**config.mk**
```make
export PLATFORM = sky130hd
export DESIGN_NAME = encoder_8to3_pending_flat
export DESIGN_NICKNAME = d
export VERILOG_FILES = /design/src/rtl/encoder_8to3_pending_pkg.sv /design/src/rtl/encoder_8to3_pending_if.sv /design/src/rtl/encoder_8to3_pending_priority_enc.sv /design/src/rtl/encoder_8to3_pending.sv /design/src/flat_wrapper.sv
export SDC_FILE = /design/constraint.sdc
export NUM_CORES = 1
export LEC_CHECK = 0
export CAP_MARGIN = 0
export CORE_UTILIZATION = 34
export CTS_CLUSTER_DIAMETER = 60
export CTS_CLUSTER_SIZE = 25
export DETAILED_ROUTE_END_ITERATION = 8
export PLACE_DENSITY = 0.62
export SLEW_MARGIN = 10
export SYNTH_ARGS = -nofsm -noshare
export SYNTH_HDL_FRONTEND = slang
export SYNTH_SLANG_ARGS = --single-unit
```
**constraint.sdc**
```tcl
create_clock -name clk -period 2.7 [get_ports clk]
set_input_delay 0.54 -clock clk [delete_from_list [all_inputs] [get_ports clk]]
set_output_delay 0.54 -clock clk [all_outputs]
set_load 0.01 [all_outputs]
```
**src/rtl/encoder_8to3_pending_pkg.sv**
```systemverilog
// Shared types and constants for the 8-to-3 pending-request encoder.
//   REQ_W / IDX_W : request mask width and presented-index width
//   state_t       : presentation FSM state (StIdle = nothing shown, StPresent = valid high)
//   idx_to_onehot : index-to-mask decode used when clearing an acknowledged request
package encoder_8to3_pending_pkg;

  localparam int unsigned REQ_W = 8;
  localparam int unsigned IDX_W = 3;

  typedef logic [0:0] state_t;
  localparam state_t StIdle    = 1'b0;
  localparam state_t StPresent = 1'b1;

  function automatic logic [REQ_W-1:0] idx_to_onehot(input logic [IDX_W-1:0] idx);
    logic [REQ_W-1:0] oh;
    oh      = '0;
    oh[idx] = 1'b1;
    return oh;
  endfunction

endpackage

```
**src/rtl/encoder_8to3_pending_if.sv**
```systemverilog
// Request/presentation bus of the pending encoder.
//   en, in   : capture enable and request lines (driven by master)
//   ack      : consumer accepts the presented index (driven by master)
//   out      : presented index, zero while valid is low
//   valid    : out holds a pending request
//   pending  : registered sticky pending mask
//   multi    : valid and two or more requests pending
interface encoder_8to3_pending_if;
  import encoder_8to3_pending_pkg::*;

  logic             en;
  logic [REQ_W-1:0] in;
  logic             ack;
  logic [IDX_W-1:0] out;
  logic             valid;
  logic [REQ_W-1:0] pending;
  logic             multi;

  modport master (
    output en, in, ack,
    input  out, valid, pending, multi
  );

  modport slave (
    input  en, in, ack,
    output out, valid, pending, multi
  );

endinterface

```
**src/rtl/encoder_8to3_pending_priority_enc.sv**
```systemverilog
// Combinational highest-set-bit search over an 8-bit request mask.
//   in  : request mask, bit 7 has highest priority
//   idx : index of the highest set bit (0 when none set)
//   any : at least one bit of in is set
module priority_enc_8to3
  import encoder_8to3_pending_pkg::*;
(
  input  logic [REQ_W-1:0] in,
  output logic [IDX_W-1:0] idx,
  output logic             any
);

  // Ascending scan: the last (highest) set bit wins.
  always_comb begin
    idx = '0;
    for (int i = 0; i < int'(REQ_W); i++) begin
      if (in[i]) begin
        idx = IDX_W'(i);
      end
    end
  end

  assign any = |in;

endmodule

```
**src/rtl/encoder_8to3_pending.sv**
```systemverilog
// Sticky 8-source request collector that presents one pending request at a time.
// Requests accumulate in a pending mask; the highest pending index is loaded into
// out and held (no preemption) until acknowledged, which clears that bit.
//   clk  : rising-edge clock
//   rst  : synchronous active-high reset, overrides all other inputs
//   bus  : request/presentation interface (slave side)
module encoder_8to3_pending
  import encoder_8to3_pending_pkg::*;
(
  input  logic                    clk,
  input  logic                    rst,
  encoder_8to3_pending_if.slave   bus
);

  state_t           state_q, state_d;
  logic [IDX_W-1:0] out_q, out_d;
  logic [REQ_W-1:0] pending_q, pending_d;

  logic             valid;
  logic [REQ_W-1:0] set_mask;
  logic [REQ_W-1:0] clr_mask;
  logic [IDX_W-1:0] pe_idx;
  logic             pe_any;

  // Search the registered mask so new requests are presented one edge after capture.
  priority_enc_8to3 u_priority_enc (
    .in  (pending_q),
    .idx (pe_idx),
    .any (pe_any)
  );

  assign valid    = (state_q == StPresent);
  assign set_mask = bus.en ? bus.in : '0;
  assign clr_mask = (valid && bus.ack) ? idx_to_onehot(out_q) : '0;

  always_comb begin
    // Clear first, then set: a request landing on the bit being acked survives.
    pending_d = (pending_q & ~clr_mask) | set_mask;

    state_d = state_q;
    out_d   = out_q;
    case (state_q)
      StIdle: begin
        if (pe_any) begin
          state_d = StPresent;
          out_d   = pe_idx;
        end
      end
      StPresent: begin
        // Returning to idle forces at least one low-valid cycle between presentations.
        if (bus.ack) begin
          state_d = StIdle;
          out_d   = '0;
        end
      end
      default: begin
        state_d = StIdle;
        out_d   = '0;
      end
    endcase
  end

  always_ff @(posedge clk) begin
    if (rst) begin
      state_q   <= StIdle;
      out_q     <= '0;
      pending_q <= '0;
    end else begin
      state_q   <= state_d;
      out_q     <= out_d;
      pending_q <= pending_d;
    end
  end

  assign bus.out     = out_q;
  assign bus.valid   = valid;
  assign bus.pending = pending_q;
  // x & (x - 1) is non-zero exactly when two or more bits are set.
  assign bus.multi   = valid && ((pending_q & (pending_q - REQ_W'(1))) != '0);

endmodule
```
**src/flat_wrapper.sv**
```systemverilog
// flat-port wrapper written by rule: the top's interface ports become plain ports
module encoder_8to3_pending_flat import encoder_8to3_pending_pkg::*;
  (clk, rst, bus_en, bus_in, bus_ack, bus_out, bus_valid, bus_pending, bus_multi);
  encoder_8to3_pending_if bus_i ();
  input  logic clk;
  input  logic rst;
  input wire logic [$bits(bus_i.en)-1:0] bus_en;
  input wire logic [$bits(bus_i.in)-1:0] bus_in;
  input wire logic [$bits(bus_i.ack)-1:0] bus_ack;
  output wire logic [$bits(bus_i.out)-1:0] bus_out;
  output wire logic [$bits(bus_i.valid)-1:0] bus_valid;
  output wire logic [$bits(bus_i.pending)-1:0] bus_pending;
  output wire logic [$bits(bus_i.multi)-1:0] bus_multi;
  assign bus_i.en = bus_en;
  assign bus_i.in = bus_in;
  assign bus_i.ack = bus_ack;
  assign bus_out = bus_i.out;
  assign bus_valid = bus_i.valid;
  assign bus_pending = bus_i.pending;
  assign bus_multi = bus_i.multi;
  encoder_8to3_pending u_core (.clk(clk), .rst(rst), .bus(bus_i));
endmodule
```
# Word level (Yosys, flattened, before mapping)
# Cells that the tools add are included.
# Widths: inputs -> output; s select.
# op_classes
addsub,1
order_cmp,2
reduce_logical,6
muxes,17
bitwise_logic,5
eq_ne,2
# op_table
op,n
$mux 3,8
$and 8x8->8,2
$mux 8,2
$not 8->8,1
$or 8x8->8,1
$reduce_bool 8->1,1
$reduce_or 8->1,1
$sub 8x1->8 const B,1
$pmux 3 s2,1
$lt 3x4->1 const B,1
$mux 1,4
$demux 1 s3,1
$ge 3x1->1 const B,1
$logic_and 1x1->1,3
$ne 2x1->1 const B,1
$ne 2x2->1 const B,1
$pmux 1 s2,1
$reduce_and 2->1,1
$not 1->1,1
# totals
inputBits,12
ff_bits,12
word_cells,36

# Logic depth before layout (Yosys ltp)
# Gate-level depths: netlist of the first run.
# depth
depth_word,9
ltp_mapped,5

# Cells and area by module
# A second synthesis of the first run with hierarchy kept.
# hier_totals
cells_unflattened,74
hier_area_um2,586.8
# modules_own_cells
mod,n_inst,area_per_inst_um2,cells_each,seq_area_each_um2
encoder_8to3_pending,1,520.5,62,240.2
priority_enc_8to3,1,66.3,12,0.0

# Worst setup path before layout of the first run
# OpenSTA, ideal clock, no wires.
# synth_path
kind,register to output
start,"register u_core.pending_q[3], in the netlist u_core.bus.pending[3]"
end,output port bus_multi
stages_incl_launch_ff,5
setup_slack_ns,0.588
required_ns,2.160
t_arrival_ns,1.572
cell_sequence,dfxtp_1 > or4_4 > maj3_2 > o311ai_1 > o21ai_1
# synth_between
elab_chain_len,4
# synth_rtl
item,line,rtl
start: declaration,encoder_8to3_pending.sv:17,"logic [REQ_W-1:0] pending_q, pending_d;"
start signal: assignment,encoder_8to3_pending.sv:71,pending_q <= pending_d;
$sub 8x1->8,encoder_8to3_pending.sv:79,assign bus.multi = valid && ((pending_q & (pending_q - REQ_W'(1))) != '0);
$and 8x8->8 (*),encoder_8to3_pending.sv:79,
$reduce_bool 8->1 (*),encoder_8to3_pending.sv:79,
$logic_and 1x1->1 (*),encoder_8to3_pending.sv:79,
end: declaration,flat_wrapper.sv:13,output wire logic [$bits(bus_i.multi)-1:0] bus_multi;
# Mark *: on every way between the ends. The rest lies on a longest branch, timed or not.

# Final worst setup path of the first run
# layout_path
start,"register u_core.pending_q[1], in the netlist u_core.bus.pending[1]"
end,output port bus_multi
# Same word-level chain as after synthesis.

==> flow_summary_export.csv, run 1 <==
group,metric,value,unit
synth,ys_seq_area_share,40.2,%
global_routing,grt_max_degree,13,
sta,fin_worst_skew,0.00564,ns
critical_path,arrival,2.04,ns
clocking,cts_tree,"done",
global_routing,grt_pass1_vias,522,
floorplan,start_util,37.9,%
global_routing,grt_pass1_wl,2420,um
synth,synth_ff_type,"dfxtp_1",
placed_design,placed_cell_area,855,um2
clocking,clock-sinks,12,
synth,syn_area,598,um2
critical_path,crit_type,"flip-flop to primary output",
detailed_routing,drtAntennaViolNets,0,
floorplan,die_y,43.9,um
detailed_routing,vias,622,
sta,tightest_slew,0.453,ns
critical_path,start_kind,"flip-flop",
synth,async_reset_ff_share,0,%
clocking,postCtsSetupRepairBufs,0,
synth,avgSynthCellArea,7.97,um2
pwr,vdd_drop_max,0.000378,V
floorplan,coreArea,1580,um2
synth,ys_types,26,
run_status,status,"finished, violations left",
finish,insertedDiodeCount,0,
synth,synth_nets,87,
critical_path,max_stage_delay,0.50,ns
sta,hold_violations,0,
sta,post-route-min-period,2.58,ns
finish,finish.instance_area,891,um2
pwr,leakagePower,0.000329,uW
clocking,cts.clk_slew.worst_paths,0.08,ns
placed_design,dp_cells,114,
synth,yosys_warnings,0,
critical_path,critPathRequiredTime,2.16,ns
clocking,max-clock-path-buffers,2,
detailed_routing,drc,2,
sta,finalSetupViolCount,0,
floorplan,die_area,1930,um2
sta,tns,0,ns
placed_design,io_buffers,24,
critical_path,cp_top_family,"simple AND/OR/NAND/NOR gates",
critical_path,cp_num_buf_inv,1,
global_routing,antenna_found_initial,0,
hold_path,hp-class,"flip-flop to flip-flop",
clocking,cts_hold_buf,0,
run_status,violations,"design-rule violations",
placed_design,dp_hpwl,1110,um
synth,ys_ff_latch,12,
sta,timing.final.crit_share,95.6,%
flow_run,maxCapViolations,0,
critical_path,reg2reg_from,"u_core.bus.pending[3]",
hold_path,hp-start,"u_core.bus.pending[1]",
floorplan,fp-row-count,14,
finish,nets,115,
synth,syn_inst,75,
floorplan,io_pins,25,
placed_design,gp_congestion,0.780,
pwr,powerDensity,552,nW/um2
sta,finalMaxSlewViolations,0,
sta,grt_setup_unrepaired,"false",
global_routing,overflow,0,
detailed_routing,drt_iter0_markers,9,
global_routing,track_usage,17.3,%
sta,maxSlewHeadroom,69.5,%
synth,synth-edff-count,0,
critical_path,cp_max_fo,7,
detailed_routing,routed_wl,1480,um
finish,drive_gt1_share,8.82,%
clocking,root_buffer,"clkbuf_4",
critical_path,worstPathCellList,"or4_4 > maj3_2 > o311ai_1 > o21ai_1 > dlygate4sd2_1",
floorplan,die_width,43.9,um
sta,fmax,0.388,GHz
detailed_routing,drt-pass1-iter-count,6,
detailed_routing,viasPerCell,5.27,
clocking,cts_inserted_buffers,3,
clocking,clock_latency,0.28,ns
finish,finalNonFillerCells,118,
detailed_routing,drt-wirelength-per-cell,12.6,um
critical_path,crit_slowest_cell,"or4_4",
finish,area_growth,49.0,%
critical_path,endpoint_kind,"primary output",
critical_path,startpoint,"u_core.bus.pending[1]",
clocking,htreeDepth,1,
-- Yosys cell counts (2+ instances only) --
library cell,count,share of area [%]
inv_1,2,1.3
nor2_1,5,3.1
a21oi_1,13,11
nand2b_1,3,3.1
nor4_1,2,2.1
dfxtp_1,12,40
o21ai_0,2,1.7
o31ai_1,4,5.0
o21ai_1,5,4.2
nand2_1,11,6.9
-- sequential cells by signal (all words and copies together) (netlist names) --
signal / count
u_core.bus.valid: 1
u_core.bus.out: 3
u_core.bus.pending: 8
-- layout by cell type, fill, tap and decap left out, types with 3 or more instances in the layout --
master	n
nor2_1	5
o31ai_1	4
clkbuf_4	3
o21ai_1	5
clkdlybuf4s50_1	23
a21oi_1	13
nand2_1	11
dfxtp_1	11
nand2b_1	3
-- power breakdown --
part           internal [uW]  total [uW]  switching [uW]
Clock                   82.0         147            64.8
Sequential               193         219            25.7
Combinational           73.6         126            52.7
Total                    349         492             143
-- metrics by stage --
step	total power [uW]	hold WS [ns]	setup slack, ns	utilization, %
after global routing	519	0.550	0.0307	56.5
after detailed placement	350	0.537	0.185	54.2
final	492	0.522	0.120	56.5
after global placement	350	0.538	0.211	54.2
after CTS	496	0.520	0.0998	56.5
after floorplan	285	0.543	0.588	-
-- per-layer routing --
metal	vias to the layer above	GRT usage, %	wire length, um	share of wire [%]
met3	2	6.67	76	5.1
met4	0	3.64	10	0.68
li1	330	-	-	-
met2	18	25.4	653	44
met5	-	0	0	0
met1	272	24.2	741	50
-- tightest hold or removal path: stages (launching register included) --
cell     delay [ns]
dfxtp_2        0.36
o31ai_1        0.07
a21oi_1        0.06
-- what timing repair did --
action,4_1_cts,5_1_grt
gates resized for setup,2,0
setup endpoints to repair,1,0
endpoints found under the hold margin,0,0
-- logic make-up (layout without fill, tap and decap cells) --
family / after synthesis / count (layout) / synth area share [%]
and+or+nand+nor: 26 / 26 / 21.1
adders and majority gates: 2 / 2 / 3.56
DFF: 12 / 12 / 40.2
buffers and inverters: 5 / 32 / 4.39
AOI/OAI and AO/OA: 29 / 29 / 29.1
muxes: 1 / 1 / 1.67
-- final cells by class --
type	count	area, um2
inverter	2	7.51
multi-input combinational	58	332
clock buffer	4	36.3
sequential	12	241
timing repair buffer	26	254
tap	16	20.0
fill	162	686
-- worst paths after layout --
kind	endpoint	slack [ns]	depth (start not counted)
worst max register to register	u_core.bus.out[1]	1.20	5
worst min register to register	u_core.bus.pending[1]	0.52	2
worst min-delay path	u_core.bus.pending[1]	0.52	2
worst max-delay path	bus_multi	0.12	5
No activity file was read; power rests on OpenSTA's default activity.
==> run 2: changes to the inputs <==
--- a/config.mk
+++ b/config.mk
@@ -6,6 +6,7 @@
 export NUM_CORES = 1
 export LEC_CHECK = 0
 export CAP_MARGIN = 0
+export CORE_ASPECT_RATIO = 0.9
 export CORE_UTILIZATION = 34
 export CTS_CLUSTER_DIAMETER = 60
 export CTS_CLUSTER_SIZE = 25
==> flow_summary_export.csv, run 2 (same netlist as run 1, synthesis figures left out) <==
group,metric,value,unit
run_status,status,"finished clean",
finish,largest_register_ffs,8,
detailed_routing,drtAntennaViolNets,0,
global_routing,grt_pass1_vias,538,
floorplan,die_area,1930,um2
global_routing,grt_pass1_wl,2580,um
critical_path,rrSetupSlack,1.27,ns
detailed_routing,routed_wl,1450,um
critical_path,arrival,2.04,ns
hold_path,hp-class,"flip-flop to flip-flop",
placed_design,dp_cells,120,
critical_path,cp_max_fo,3,
floorplan,die_y,41.8,um
clocking,cts.clk_slew.worst_paths,0.08,ns
critical_path,start_kind,"flip-flop",
finish,layout_common_cells,"clkdlybuf4s50_1, a21oi_1, nand2_1, dfxtp_1",
clocking,cts_inserted_buffers,3,
finish,fillerInstances,148,
sta,maxSlewHeadroom,70.1,%
floorplan,coreArea,1550,um2
finish,layout_commonest_cell,"clkdlybuf4s50_1",
sta,finalSetupViolCount,0,
sta,fin_worst_skew,0.00882,ns
finish,final_util,58.1,%
critical_path,worstPathCellList,"or4_4 > maj3_2 > o311ai_1 > o21ai_1 > dlygate4sd2_1",
detailed_routing,viasPerCell,5.14,
global_routing,overflow,0,
sta,post-route-min-period,2.58,ns
sta,tightest_slew,0.447,ns
finish,area_growth,50.2,%
floorplan,start_util,38.7,%
finish,insertedDiodeCount,0,
flow_run,maxCapViolations,0,
clocking,cts_hold_buf,0,
clocking,clock_latency,0.28,ns
global_routing,grt_max_degree,13,
pwr,powerDensity,549,nW/um2
critical_path,endpoint_kind,"primary output",
pwr,leakagePower,0.000329,uW
sta,timing.final.crit_share,95.7,%
pwr,seqPwrFrac,44.4,%
clocking,clock-sinks,12,
detailed_routing,vias,637,
clocking,max-clock-path-buffers,2,
finish,finalNonFillerCells,124,
floorplan,die_width,46.2,um
critical_path,critPathRequiredTime,2.16,ns
critical_path,crit_slowest_cell,"or4_4",
pwr,p_switching,144,uW
clocking,htreeDepth,1,
pwr,swShare,29.2,%
sta,grt_setup_unrepaired,"false",
sta,holdWs,0.517,ns
clocking,cts_tree,"done",
clocking,postCtsSetupRepairBufs,0,
detailed_routing,drt-wirelength-per-cell,11.7,um
finish,nets,115,
pwr,intPower,349,uW
clocking,cts.repair.resized,1,
sta,hold_violations,0,
global_routing,antenna_found_initial,0,
sta,finalMaxSlewViolations,0,
pwr,p_clk_share,30.2,%
placed_design,io_buffers,24,
finish,drive_gt1_share,8.82,%
detailed_routing,drt-pass1-iter-count,2,
critical_path,crit_type,"flip-flop to primary output",
global_routing,track_usage,19.0,%
floorplan,fp-row-count,13,
sta,fmax,0.387,GHz
sta,tns,0,ns
pwr,vdd_drop_max,0.000319,V
detailed_routing,drt_iter0_markers,6,
pwr,p_comb_share,25.4,%
pwr,total_power,493,uW
detailed_routing,drc,0,
placed_design,dp_hpwl,1100,um
clocking,root_buffer,"clkbuf_4",
placed_design,gp_congestion,0.757,
finish,seq_area,241,um2
floorplan,io_pins,25,
critical_path,max_stage_delay,0.54,ns
finish,multi_input_area,332,um2
-- run 2: final timing paths --
kind | from | depth (start not counted) | endpoint
max | u_core.bus.pending[3] | 5 | bus_multi
min reg2reg | u_core.bus.pending[1] | 2 | u_core.bus.pending[1]
min | u_core.bus.pending[1] | 2 | u_core.bus.pending[1]
max reg2reg | u_core.bus.pending[2] | 5 | u_core.bus.out[1]
-- run 2: power by group through the flow --
| stage | clock [uW] | sequential [uW] | combinational (uW) |
|---|---|---|---|
| after floorplan | 0 | 224 | 61.6 |
| after global placement | 0 | 222 | 128 |
| after detailed placement | 0 | 222 | 127 |
| after CTS | 155 | 218 | 126 |
| after global routing | 161 | 222 | 140 |
| final | 149 | 219 | 125 |
-- run 2: critical path, delay by kind of cell (launching register included) --
family                   cells  cell delay, ns
AO/OA/AOI/OAI                2            0.31
adder cells (fa/ha/maj)      1            0.31
buffers and inverters        1            0.29
flip-flops                   1            0.32
AND/OR/NAND/NOR              1            0.54
-- run 2: layer usage --
layer | share of wire (%) | track usage [%] | up-vias
li1 | - | - | 328
met3 | 6.4 | 6.96 | 5
met2 | 41 | 25.1 | 19
met1 | 51 | 27.6 | 285
met4 | 1.7 | 7.06 | 0
met5 | 0 | 0 | -
-- run 2: final cells by class --
| class | instances | share of cell area, % |
|---|---|---|
| Sequential cell | 12 | 26.9 |
| Timing Repair Buffer | 26 | 28.3 |
| Multi-Input combinational cell | 58 | 36.9 |
| Inverter | 2 | 0.836 |
| Tap cell | 22 | 3.06 |
| Clock buffer | 4 | 4.04 |
-- run 2: through the flow --
step,area [um2],worst slack [ns]
after floorplan,598,0.588
after global placement,862,0.211
after detailed placement,862,0.186
after CTS,897,0.0694
after global routing,898,0.0119
final,898,0.115
==> run 3: changes to the inputs <==
--- a/config.mk
+++ b/config.mk
@@ -6,12 +6,12 @@
 export NUM_CORES = 1
 export LEC_CHECK = 0
 export CAP_MARGIN = 0
-export CORE_ASPECT_RATIO = 0.9
-export CORE_UTILIZATION = 34
+export CORE_UTILIZATION = 43
 export CTS_CLUSTER_DIAMETER = 60
 export CTS_CLUSTER_SIZE = 25
 export DETAILED_ROUTE_END_ITERATION = 8
-export PLACE_DENSITY = 0.62
+export PLACE_DENSITY = 0.77
+export SKIP_CTS_REPAIR_TIMING = 1
 export SLEW_MARGIN = 10
 export SYNTH_ARGS = -nofsm -noshare
 export SYNTH_HDL_FRONTEND = slang
==> flow_summary_export.csv, run 3 (same netlist as run 1, synthesis figures left out) <==
group,metric,value,unit
pwr,leakagePower,0.000341,uW
critical_path,start_kind,"flip-flop",
detailed_routing,vias,667,
critical_path,rrSetupSlack,1.20,ns
critical_path,cp_max_fo,7,
clocking,max-clock-path-buffers,2,
clocking,clock_latency,0.27,ns
placed_design,post-place-ws,0.138,ns
sta,timing.final.crit_share,93.3,%
finish,layout_commonest_cell,"clkdlybuf4s50_1",
placed_design,gp_congestion,0.785,
floorplan,die_width,39.3,um
placed_design,dp_hpwl,1240,um
critical_path,crit_type,"flip-flop to primary output",
detailed_routing,viasPerCell,5.70,
floorplan,coreArea,1300,um2
finish,layout_common_cells,"clkdlybuf4s50_1, a21oi_1, dfxtp_1",
global_routing,track_usage,25.1,%
floorplan,die_y,39.3,um
pwr,swShare,29.5,%
sta,holdWs,0.550,ns
clocking,clock-sinks,12,
detailed_routing,drt-pass1-iter-count,7,
pwr,powerDensity,552,nW/um2
finish,largest_register_ffs,8,
global_routing,antenna_found_initial,0,
pwr,vdd_drop_max,0.000352,V
critical_path,worstPathCellList,"or4_4 > maj3_2 > o311ai_2 > o21ai_1 > dlymetal6s2s_1",
sta,finalSetupViolCount,0,
clocking,cts_tree,"done",
clocking,root_buffer,"clkbuf_4",
sta,fmax,0.397,GHz
pwr,p_switching,146,uW
detailed_routing,drtAntennaViolNets,0,
run_status,status,"finished, violations left",
floorplan,start_util,46.0,%
sta,grt_setup_unrepaired,"false",
detailed_routing,drc,1,
critical_path,critPathRequiredTime,2.16,ns
finish,nets,115,
run_status,violations,"design-rule violations",
global_routing,grt_pass1_vias,587,
sta,fin_worst_skew,0.00104,ns
finish,drive_gt1_share,8.82,%
pwr,p_comb_share,26.5,%
clocking,cts_inserted_buffers,3,
sta,finalMaxSlewViolations,0,
critical_path,endpoint_kind,"primary output",
finish,fillerInstances,119,
sta,setup_ws,0.181,ns
pwr,seqPwrFrac,44.4,%
finish,multi_input_area,339,um2
sta,tightest_slew,0.432,ns
pwr,intPower,350,uW
detailed_routing,routed_wl,1690,um
clocking,cts.clk_slew.worst_paths,0.08,ns
sta,hold_violations,0,
finish,finalNonFillerCells,117,
floorplan,fp-row-count,13,
critical_path,max_stage_delay,0.52,ns
placed_design,dp_cells,113,
floorplan,die_area,1540,um2
detailed_routing,drt_iter0_markers,19,
sta,post-route-min-period,2.52,ns
critical_path,arrival,1.98,ns
floorplan,io_pins,25,
critical_path,crit_slowest_cell,"or4_4",
global_routing,grt_pass1_wl,2560,um
finish,seq_area,240,um2
placed_design,io_buffers,24,
global_routing,overflow,0,
clocking,htreeDepth,1,
hold_path,hp-class,"flip-flop to flip-flop",
flow_run,maxCapViolations,0,
pwr,p_clk_share,29.1,%
global_routing,grt_max_degree,13,
detailed_routing,drt-wirelength-per-cell,14.4,um
finish,area_growth,50.4,%
sta,maxSlewHeadroom,71.0,%
finish,insertedDiodeCount,0,
## run 3: cell types whose count changed in the layout (fill, tap and decap cells not counted)
| cell | delta |
|---|---|
| o311ai_2 | +1 |
| dlymetal6s2s_1 | +1 |
| o311ai_1 | -1 |
| dfxtp_1 | +1 |
| dfxtp_2 | -1 |
| dlygate4sd2_1 | -1 |
## run 3: layout make-up
class	instances	share of cell area [%]
clock buffer	4	4.03
inverter	2	0.834
multi-input combinational	58	37.7
sequential	12	26.7
tap	15	2.09
timing repair buffer	26	28.7
## run 3: path summary, 6_finish.rpt
path         depth (start not counted)                   from                    end
max                                  5  u_core.bus.pending[1]              bus_multi
max reg2reg                          4  u_core.bus.pending[2]      u_core.bus.out[0]
min reg2reg                          2  u_core.bus.pending[0]  u_core.bus.pending[0]
min                                  2  u_core.bus.pending[0]  u_core.bus.pending[0]
## run 3: critical path, delay by kind of cell, from the launching register on
family | cells | cell delay (ns)
and+or+nand+nor | 1 | 0.52
DFF | 1 | 0.38
AOI/OAI and AO/OA | 2 | 0.31
adders and majority gates | 1 | 0.33
buffers and inverters | 1 | 0.17
## run 3: power by group through the flow
stage / clock [uW] / combinational (uW) / sequential (uW)
floorplan: 0 / 61.6 / 224
global placement: 0 / 127 / 222
detailed placement: 0 / 129 / 224
CTS: 143 / 130 / 220
global route: 147 / 143 / 223
finish: 145 / 131 / 221
## run 3: layer usage
metal	vias to the layer above	global-route usage (%)	wire length [um]
met5	-	0	0
met4	0	10.3	28
met3	4	3.41	77
met2	21	44.6	840
met1	316	29.9	743
li1	326	-	-
## run 3: stage by stage
stage               total power [uW]  instance area, um2  utilization, %  setup TNS [ns]
floorplan                        285                 598               -               0
global placement                 349                 853            65.6               0
detailed placement               353                 853            65.6               0
CTS                              493                 890            68.4          -0.162
global route                     513                 900            69.1               0
finish                           497                 900            69.1               0
